$ cat src/rtl/mmu_loop_counter_pkg.sv
// mmu_pkg: shared definitions for the MMU loop counter slice.
//   loop_state_e : sequencing FSM states (IDLE / RUN / DONE)
//   calc_width   : $clog2-based width helper, never returns less than 1
package mmu_pkg;

  typedef enum logic [1:0] {
    IDLE = 2'd0,
    RUN  = 2'd1,
    DONE = 2'd2
  } loop_state_e;

  // A one-entry range still needs a one-bit signal, so clamp to 1.
  function automatic int unsigned calc_width(input int unsigned n);
    return (n <= 1) ? 1 : $clog2(n);
  endfunction

endpackage

$ cat src/rtl/mmu_loop_counter_if.sv
// mmu_loop_counter_if: control/feed bundle of the two-level loop counter.
//   master modport : MMU control FSM side (drives start/lengths/enable/clear)
//   slave modport  : loop counter side (drives busy, indices, last flags, finish)
// Parameters must match those of the mmu_loop_counter instance it connects to.
interface mmu_loop_counter_if #(
  parameter int unsigned INNER_MAX = 16,
  parameter int unsigned OUTER_MAX = 16
);
  import mmu_pkg::*;

  localparam int unsigned IW  = calc_width(INNER_MAX);
  localparam int unsigned OW  = calc_width(OUTER_MAX);
  localparam int unsigned ILW = calc_width(INNER_MAX + 1);
  localparam int unsigned OLW = calc_width(OUTER_MAX + 1);

  logic           start_i;
  logic [ILW-1:0] inner_len_i;
  logic [OLW-1:0] outer_len_i;
  logic           en_i;
  logic           clear_i;
  logic           busy_o;
  logic [IW-1:0]  inner_idx_o;
  logic [OW-1:0]  outer_idx_o;
  logic           inner_last_o;
  logic           tile_last_o;
  logic           finish_o;

  modport master (
    output start_i, inner_len_i, outer_len_i, en_i, clear_i,
    input  busy_o, inner_idx_o, outer_idx_o, inner_last_o, tile_last_o, finish_o
  );

  modport slave (
    input  start_i, inner_len_i, outer_len_i, en_i, clear_i,
    output busy_o, inner_idx_o, outer_idx_o, inner_last_o, tile_last_o, finish_o
  );

endinterface

$ cat src/rtl/mmu_loop_counter_wrap_counter.sv
// wrap_counter: single-level index counter that wraps to 0 after reaching limit.
//   clk, rst_n : clock, asynchronous active-low reset
//   en_i       : advance one step
//   clr_i      : synchronous clear to 0 (wins over en_i)
//   limit_i    : terminal index (length - 1), held stable by the owner
//   idx_o      : current index (registered)
//   last_o     : idx_o == limit_i
module wrap_counter #(
  parameter int unsigned W = 4
) (
  input  logic         clk,
  input  logic         rst_n,
  input  logic         en_i,
  input  logic         clr_i,
  input  logic [W-1:0] limit_i,
  output logic [W-1:0] idx_o,
  output logic         last_o
);

  logic [W-1:0] idx_q, idx_d;

  assign last_o = (idx_q == limit_i);

  // Wrapping at the terminal value instead of free-running keeps the index
  // inside [0, limit] whatever the counter width is.
  always_comb begin
    idx_d = idx_q;
    if (clr_i) begin
      idx_d = '0;
    end else if (en_i) begin
      idx_d = last_o ? '0 : idx_q + W'(1);
    end
  end

  always_ff @(posedge clk or negedge rst_n) begin
    if (!rst_n) idx_q <= '0;
    else        idx_q <= idx_d;
  end

  assign idx_o = idx_q;

endmodule

$ cat src/rtl/mmu_loop_counter.sv
// mmu_loop_counter: two-level (inner K-depth x outer tile) loop sequencer.
//   clk, rst_n : clock, asynchronous active-low reset
//   bus.slave  : start_i/inner_len_i/outer_len_i/en_i/clear_i in,
//                busy_o/inner_idx_o/outer_idx_o/inner_last_o/tile_last_o/finish_o out
// All outputs are decoded from registers only.
module mmu_loop_counter #(
  parameter int unsigned INNER_MAX = 16,
  parameter int unsigned OUTER_MAX = 16
) (
  input  logic               clk,
  input  logic               rst_n,
  mmu_loop_counter_if.slave  bus
);
  import mmu_pkg::*;

  localparam int unsigned IW  = calc_width(INNER_MAX);
  localparam int unsigned OW  = calc_width(OUTER_MAX);
  localparam int unsigned ILW = calc_width(INNER_MAX + 1);
  localparam int unsigned OLW = calc_width(OUTER_MAX + 1);

  loop_state_e state_q, state_d;

  logic [IW-1:0]  inner_lim_q, inner_lim_d;
  logic [OW-1:0]  outer_lim_q, outer_lim_d;
  logic [ILW-1:0] inner_sat;
  logic [OLW-1:0] outer_sat;
  logic           zero_len;
  logic           start_accept;
  logic           step;
  logic           cnt_clr;
  logic           inner_last_raw;
  logic           outer_last_raw;
  logic [IW-1:0]  inner_idx;
  logic [OW-1:0]  outer_idx;

  // Oversize lengths saturate; the stored value is length-1 so the
  // counters compare against a register rather than a subtractor.
  always_comb begin
    inner_sat = (bus.inner_len_i > ILW'(INNER_MAX)) ? ILW'(INNER_MAX) : bus.inner_len_i;
    outer_sat = (bus.outer_len_i > OLW'(OUTER_MAX)) ? OLW'(OUTER_MAX) : bus.outer_len_i;
    zero_len  = (inner_sat == '0) || (outer_sat == '0);
    inner_lim_d = zero_len ? '0 : IW'(inner_sat - ILW'(1));
    outer_lim_d = zero_len ? '0 : OW'(outer_sat - OLW'(1));
  end

  // Next-state logic; clear_i overrides everything, including a start.
  always_comb begin
    state_d      = state_q;
    start_accept = 1'b0;
    unique case (state_q)
      IDLE: begin
        if (bus.start_i) begin
          start_accept = 1'b1;
          state_d      = zero_len ? DONE : RUN;
        end
      end
      RUN: begin
        if (bus.en_i && inner_last_raw && outer_last_raw) state_d = DONE;
      end
      DONE:    state_d = IDLE;
      default: state_d = IDLE;
    endcase
    if (bus.clear_i) begin
      state_d      = IDLE;
      start_accept = 1'b0;
    end
  end

  always_ff @(posedge clk or negedge rst_n) begin
    if (!rst_n) begin
      state_q     <= IDLE;
      inner_lim_q <= '0;
      outer_lim_q <= '0;
    end else begin
      state_q <= state_d;
      if (start_accept) begin
        inner_lim_q <= inner_lim_d;
        outer_lim_q <= outer_lim_d;
      end
    end
  end

  assign step    = (state_q == RUN) && bus.en_i && !bus.clear_i;
  assign cnt_clr = bus.clear_i || start_accept;

  wrap_counter #(.W(IW)) u_inner (
    .clk     (clk),
    .rst_n   (rst_n),
    .en_i    (step),
    .clr_i   (cnt_clr),
    .limit_i (inner_lim_q),
    .idx_o   (inner_idx),
    .last_o  (inner_last_raw)
  );

  // The outer level only moves when the inner level wraps.
  wrap_counter #(.W(OW)) u_outer (
    .clk     (clk),
    .rst_n   (rst_n),
    .en_i    (step && inner_last_raw),
    .clr_i   (cnt_clr),
    .limit_i (outer_lim_q),
    .idx_o   (outer_idx),
    .last_o  (outer_last_raw)
  );

  assign bus.busy_o       = (state_q == RUN);
  assign bus.finish_o     = (state_q == DONE);
  assign bus.inner_idx_o  = inner_idx;
  assign bus.outer_idx_o  = outer_idx;
  assign bus.inner_last_o = bus.busy_o && inner_last_raw;
  assign bus.tile_last_o  = bus.busy_o && inner_last_raw && outer_last_raw;

endmodule

$ cat src/flat_wrapper.sv
// flat-port wrapper written by rule: the top's interface ports become plain ports
module mmu_loop_counter_flat import mmu_pkg::*;
#(
  parameter int unsigned INNER_MAX = 16,
  parameter int unsigned OUTER_MAX = 16
)
  (clk, rst_n, bus_start_i, bus_inner_len_i, bus_outer_len_i, bus_en_i, bus_clear_i, bus_busy_o, bus_inner_idx_o, bus_outer_idx_o, bus_inner_last_o, bus_tile_last_o, bus_finish_o);
  mmu_loop_counter_if #(.INNER_MAX(INNER_MAX), .OUTER_MAX(OUTER_MAX)) bus_i ();
  input  logic clk;
  input  logic rst_n;
  input wire logic [$bits(bus_i.start_i)-1:0] bus_start_i;
  input wire logic [$bits(bus_i.inner_len_i)-1:0] bus_inner_len_i;
  input wire logic [$bits(bus_i.outer_len_i)-1:0] bus_outer_len_i;
  input wire logic [$bits(bus_i.en_i)-1:0] bus_en_i;
  input wire logic [$bits(bus_i.clear_i)-1:0] bus_clear_i;
  output wire logic [$bits(bus_i.busy_o)-1:0] bus_busy_o;
  output wire logic [$bits(bus_i.inner_idx_o)-1:0] bus_inner_idx_o;
  output wire logic [$bits(bus_i.outer_idx_o)-1:0] bus_outer_idx_o;
  output wire logic [$bits(bus_i.inner_last_o)-1:0] bus_inner_last_o;
  output wire logic [$bits(bus_i.tile_last_o)-1:0] bus_tile_last_o;
  output wire logic [$bits(bus_i.finish_o)-1:0] bus_finish_o;
  assign bus_i.start_i = bus_start_i;
  assign bus_i.inner_len_i = bus_inner_len_i;
  assign bus_i.outer_len_i = bus_outer_len_i;
  assign bus_i.en_i = bus_en_i;
  assign bus_i.clear_i = bus_clear_i;
  assign bus_busy_o = bus_i.busy_o;
  assign bus_inner_idx_o = bus_i.inner_idx_o;
  assign bus_outer_idx_o = bus_i.outer_idx_o;
  assign bus_inner_last_o = bus_i.inner_last_o;
  assign bus_tile_last_o = bus_i.tile_last_o;
  assign bus_finish_o = bus_i.finish_o;
  mmu_loop_counter #(.INNER_MAX(INNER_MAX), .OUTER_MAX(OUTER_MAX)) u_core (.clk(clk), .rst_n(rst_n), .bus(bus_i));
endmodule
$ cat config.mk
export PLATFORM = sky130hd
export DESIGN_NAME = mmu_loop_counter_flat
export DESIGN_NICKNAME = d
export VERILOG_FILES = /design/src/rtl/mmu_loop_counter_pkg.sv /design/src/rtl/mmu_loop_counter_if.sv /design/src/rtl/mmu_loop_counter_wrap_counter.sv /design/src/rtl/mmu_loop_counter.sv /design/src/flat_wrapper.sv
export SDC_FILE = /design/constraint.sdc
export NUM_CORES = 1
export LEC_CHECK = 0
export ABC_AREA = 1
export BUFFER_PORTS_ARGS = -buffer_cell sky130_fd_sc_hd__buf_2
export CORE_AREA = 3 3 53 55
export DETAILED_ROUTE_END_ITERATION = 7
export DIE_AREA = 0 0 56 58
export HOLD_SLACK_MARGIN = 0.06
export PLACE_DENSITY = 0.76
export SLEW_MARGIN = 20
export SYNTH_ARGS = -nofsm -noshare
export SYNTH_HDL_FRONTEND = slang
export SYNTH_HIERARCHICAL = 1
export SYNTH_SLANG_ARGS = --single-unit
$ cat constraint.sdc
create_clock -name clk -period 2.12 [get_ports clk]
set_input_delay 0.424 -clock clk [delete_from_list [all_inputs] [get_ports clk]]
set_output_delay 0.424 -clock clk [all_outputs]
set_load 0.005 [all_outputs]
==> results.cfg <==
[sta]
whs_ps = 421
worst-slew-pin-transition_ps = 738
final_setup_violation_count = 0
slew-limit-headroom_pct = 50.3
grt_setup_unrepaired = no
timing.final.crit_share_pct = 93.8
maxSlewViolCount = 0
max_freq_mhz = 503
final-hold-violation-count = 0
skew_ps = 4.77
timing.final.crit_period_ps = 1990
final.setup.tns_ps = 0

[clocking]
max-clock-path-buffers = 2
cts_max_level = 1
cts_made_buffers = 3
cts_tree = done
cts_sinks = 18
cts_root_buffer = sky130_fd_sc_hd__clkbuf_4
worst_skew_pair.late_latency_ps = 300
clk_pin_slew_ps = 100

[critical_path]
path_max_fanout = 7
critical_path.endpoint_type = output pin
start_kind = flip-flop
worst-endpoint-required_ps = 1700
slowest_delay_ps = 490
criticalPathCategory = reg -> out
critical_path.cell_chain = inv_1, nand2_1, nand2_1, nor2_1, nand2_2, inv_1, and3_1, buf_2
timing.critical_path.arrival_ps = 1570
slowest_stage = sky130_fd_sc_hd__dfrtp_1

[pwr]
switching_power_uw = 350
combinational_share_of_power_pct = 34.6
p_leak_uw = 0.000841
pwr_density_cell_nw_per_um2 = 630
vdd_ir_drop_max_v = 0.000324
share_seq_of_total_power_pct = 47.1
switching_share_pct = 37.4
power.clock.fraction_pct = 18.4
internal_power_uw = 585
power_uw = 934

[routing]
drc_errors = 0
detail_route.vias_per_cell = 5.02
drtIter0Drc = 26
route.final.wire_length_microns = 2790
routed_wire_length_per_instance_microns = 11.2
detail-route-antenna-nets = 0
num_vias = 1249
1st_pass_router_iterations = 4

[flow_run]
drv.max_cap_violation_count = 0

[yosys]
synth.yosys.warnings = 6
synth.ff_latch_count = 18
avgSynthCellArea_sq_um = 6.76
synth_fp_nets = 208
post_synth_instance_area_sq_um = 1270
library_cells_used_by_synthesis = 21
synthesis.instances = 188
synth.yosys.seq_area_share_pct = 35.5

[layout]
post_route_cells_drive_above_1_share_pct = 22.8
antennaDiodeCount = 0
layout.cell_area.non_filler_sq_um = 1480
finalCoreUtilization_pct = 61.0
fillers = 241
area_delta_synth_final_pct = 16.7
finalNetCount = 241

[placement]
dpl_cell_area_sq_um = 1440
io_buffers = 26
detailed_place_hpwl_microns = 2200
place.gp.congestion = 0.869

[die]
dieHeight_microns = 58
top_level_ports = 27
fp.dieArea_sq_um = 3250
floorplan.core_area_sq_um = 2430
std_cell_rows = 18
initial_core_util_pct = 52.2
fp.dieW_microns = 56

[global_route]
grt.total_usage_pct = 18.7
wire_length_of_the_first_global_routing_pass_microns = 4830
grt_overflow_total = 0
number_of_antenna_violations_at_the_first_check_in_global_routing = 0
vias_in_the_first_global_route = 1217
grt_max_degree = 19

[run_status]
outcome = finished clean

[hold_path]
holdCritPathClass = in -> reg
[path summary, 6_finish.rpt]
path | slack, ps | cells past startpoint | endpoint | from
max in group asynchronous | 1230 | 2 | u_core/u_inner/idx_o[0] | rst_n
max reg2reg | 290 | 7 | u_core/u_outer/idx_o[2] | u_core/state_q[0]
min | 420 | 4 | u_core/inner_lim_q[0] | bus_inner_len_i[0]
min in group asynchronous | 570 | 2 | u_core/u_outer/idx_o[0] | rst_n
max | 130 | 8 | bus_tile_last_o | u_core/u_outer/idx_o[0]
min reg2reg | 510 | 2 | u_core/inner_lim_q[3] | u_core/inner_lim_q[3]
[synth_stat cells (all sizes together)]
| cell type | instances | share of area [%] |
|---|---|---|
| inv | 34 | 10 |
| nand2 | 73 | 23 |
| nand3 | 11 | 5.5 |
| nor3 | 2 | 0.79 |
| nor2 | 23 | 9.8 |
| and3 | 1 | 0.49 |
| a21oi | 6 | 2.4 |
| o21ai | 10 | 3.9 |
| xor2 | 3 | 2.1 |
| or2 | 1 | 0.49 |
| ha | 5 | 4.9 |
| dfrtp | 18 | 35 |
| o21bai | 1 | 0.59 |
[layout make-up]
type                            count  area [sq um]  share of cell area, %
Inverter                           34           133                   8.95
Tap cell                           30          37.5                   2.53
Clock buffer                        3          22.5                   1.52
Sequential cell                    18           453                   30.5
Multi-Input combinational cell    136           689                   46.5
Timing Repair Buffer               28           148                   9.96
[layer usage]
layer  vias to the layer above  routed length, microns  share of wire [%]  global-route usage (%)
li1                        637                       -                  -                       -
met3                         4                     160                5.7                    3.12
met1                       566                    1180                 43                    21.5
met4                         0                      53                1.9                    11.9
met2                        42                    1390                 50                    32.6
met5                         -                       0                  0                       0
[power by group through the flow]
stage	clock, uW	sequential [uW]	combinational, uW
2_1_floorplan	0	434	230
3_3_place_gp	0	442	285
6_report	171	440	323
3_5_place_dp	0	447	304
5_1_grt	193	450	365
4_1_cts	175	440	309
[cell usage in the layout, fill, tap and decap left out]
master / n
sky130_fd_sc_hd__a21oi_1: 6
sky130_fd_sc_hd__and3_1: 1
sky130_fd_sc_hd__buf_2: 26
sky130_fd_sc_hd__buf_4: 1
sky130_fd_sc_hd__clkbuf_4: 3
sky130_fd_sc_hd__dfrtp_1: 16
sky130_fd_sc_hd__dfrtp_2: 2
sky130_fd_sc_hd__dlygate4sd3_1: 1
sky130_fd_sc_hd__ha_1: 5
sky130_fd_sc_hd__inv_1: 31
sky130_fd_sc_hd__inv_2: 2
sky130_fd_sc_hd__inv_6: 1
sky130_fd_sc_hd__nand2_1: 67
sky130_fd_sc_hd__nand2_2: 5
sky130_fd_sc_hd__nand2_4: 1
sky130_fd_sc_hd__nand3_1: 8
sky130_fd_sc_hd__nand3_2: 3
sky130_fd_sc_hd__nor2_1: 18
sky130_fd_sc_hd__nor2_2: 3
sky130_fd_sc_hd__nor2_8: 2
sky130_fd_sc_hd__nor3_1: 2
sky130_fd_sc_hd__o21ai_0: 1
sky130_fd_sc_hd__o21ai_1: 9
sky130_fd_sc_hd__o21bai_1: 1
sky130_fd_sc_hd__or2_2: 1
sky130_fd_sc_hd__xor2_1: 3
[kinds of logic (layout without fill, tap and decap cells)]
family	after synthesis	count (layout)	share of synthesized area [%]
and+or+nand+nor	111	111	40.2
buffers and inverters	34	65	10.4
DFF	18	18	35.5
AOI/OAI and AO/OA	17	17	6.90
adders and majority gates	5	5	4.93
xor gates and xnor gates	3	3	2.07
[through the flow]
| stage | setup slack (ps) | instances |
|---|---|---|
| final | 131 | 249 |
| after floorplan | 580 | 188 |
| after global routing | 39.0 | 249 |
| after detailed placement | 342 | 244 |
| after CTS | 87.4 | 248 |
| after global placement | 408 | 244 |
[registers in the layout, summed over array words and instances, names as in the netlist]
| name | flops |
|---|---|
| u_core/inner_lim_q | 4 |
| u_core/outer_lim_q | 4 |
| u_core/state_q | 2 |
| u_core/u_inner/idx_o | 4 |
| u_core/u_outer/idx_o | 4 |
[worst max-delay path: cells and delay by family (launching register included)]
| kind | cells | cell delay [ps] |
|---|---|---|
| and+or+nand+nor | 5 | 510 |
| DFF | 1 | 490 |
| buffers and inverters | 3 | 250 |
[timing repair]
action,CTS,global route
resized for setup,0,4
hold buffers,1,0
hold endpoints to repair,16,0
endpoints found under the setup margin,0,2
setup buffers,0,1
(Power assumes the default switching activity.)
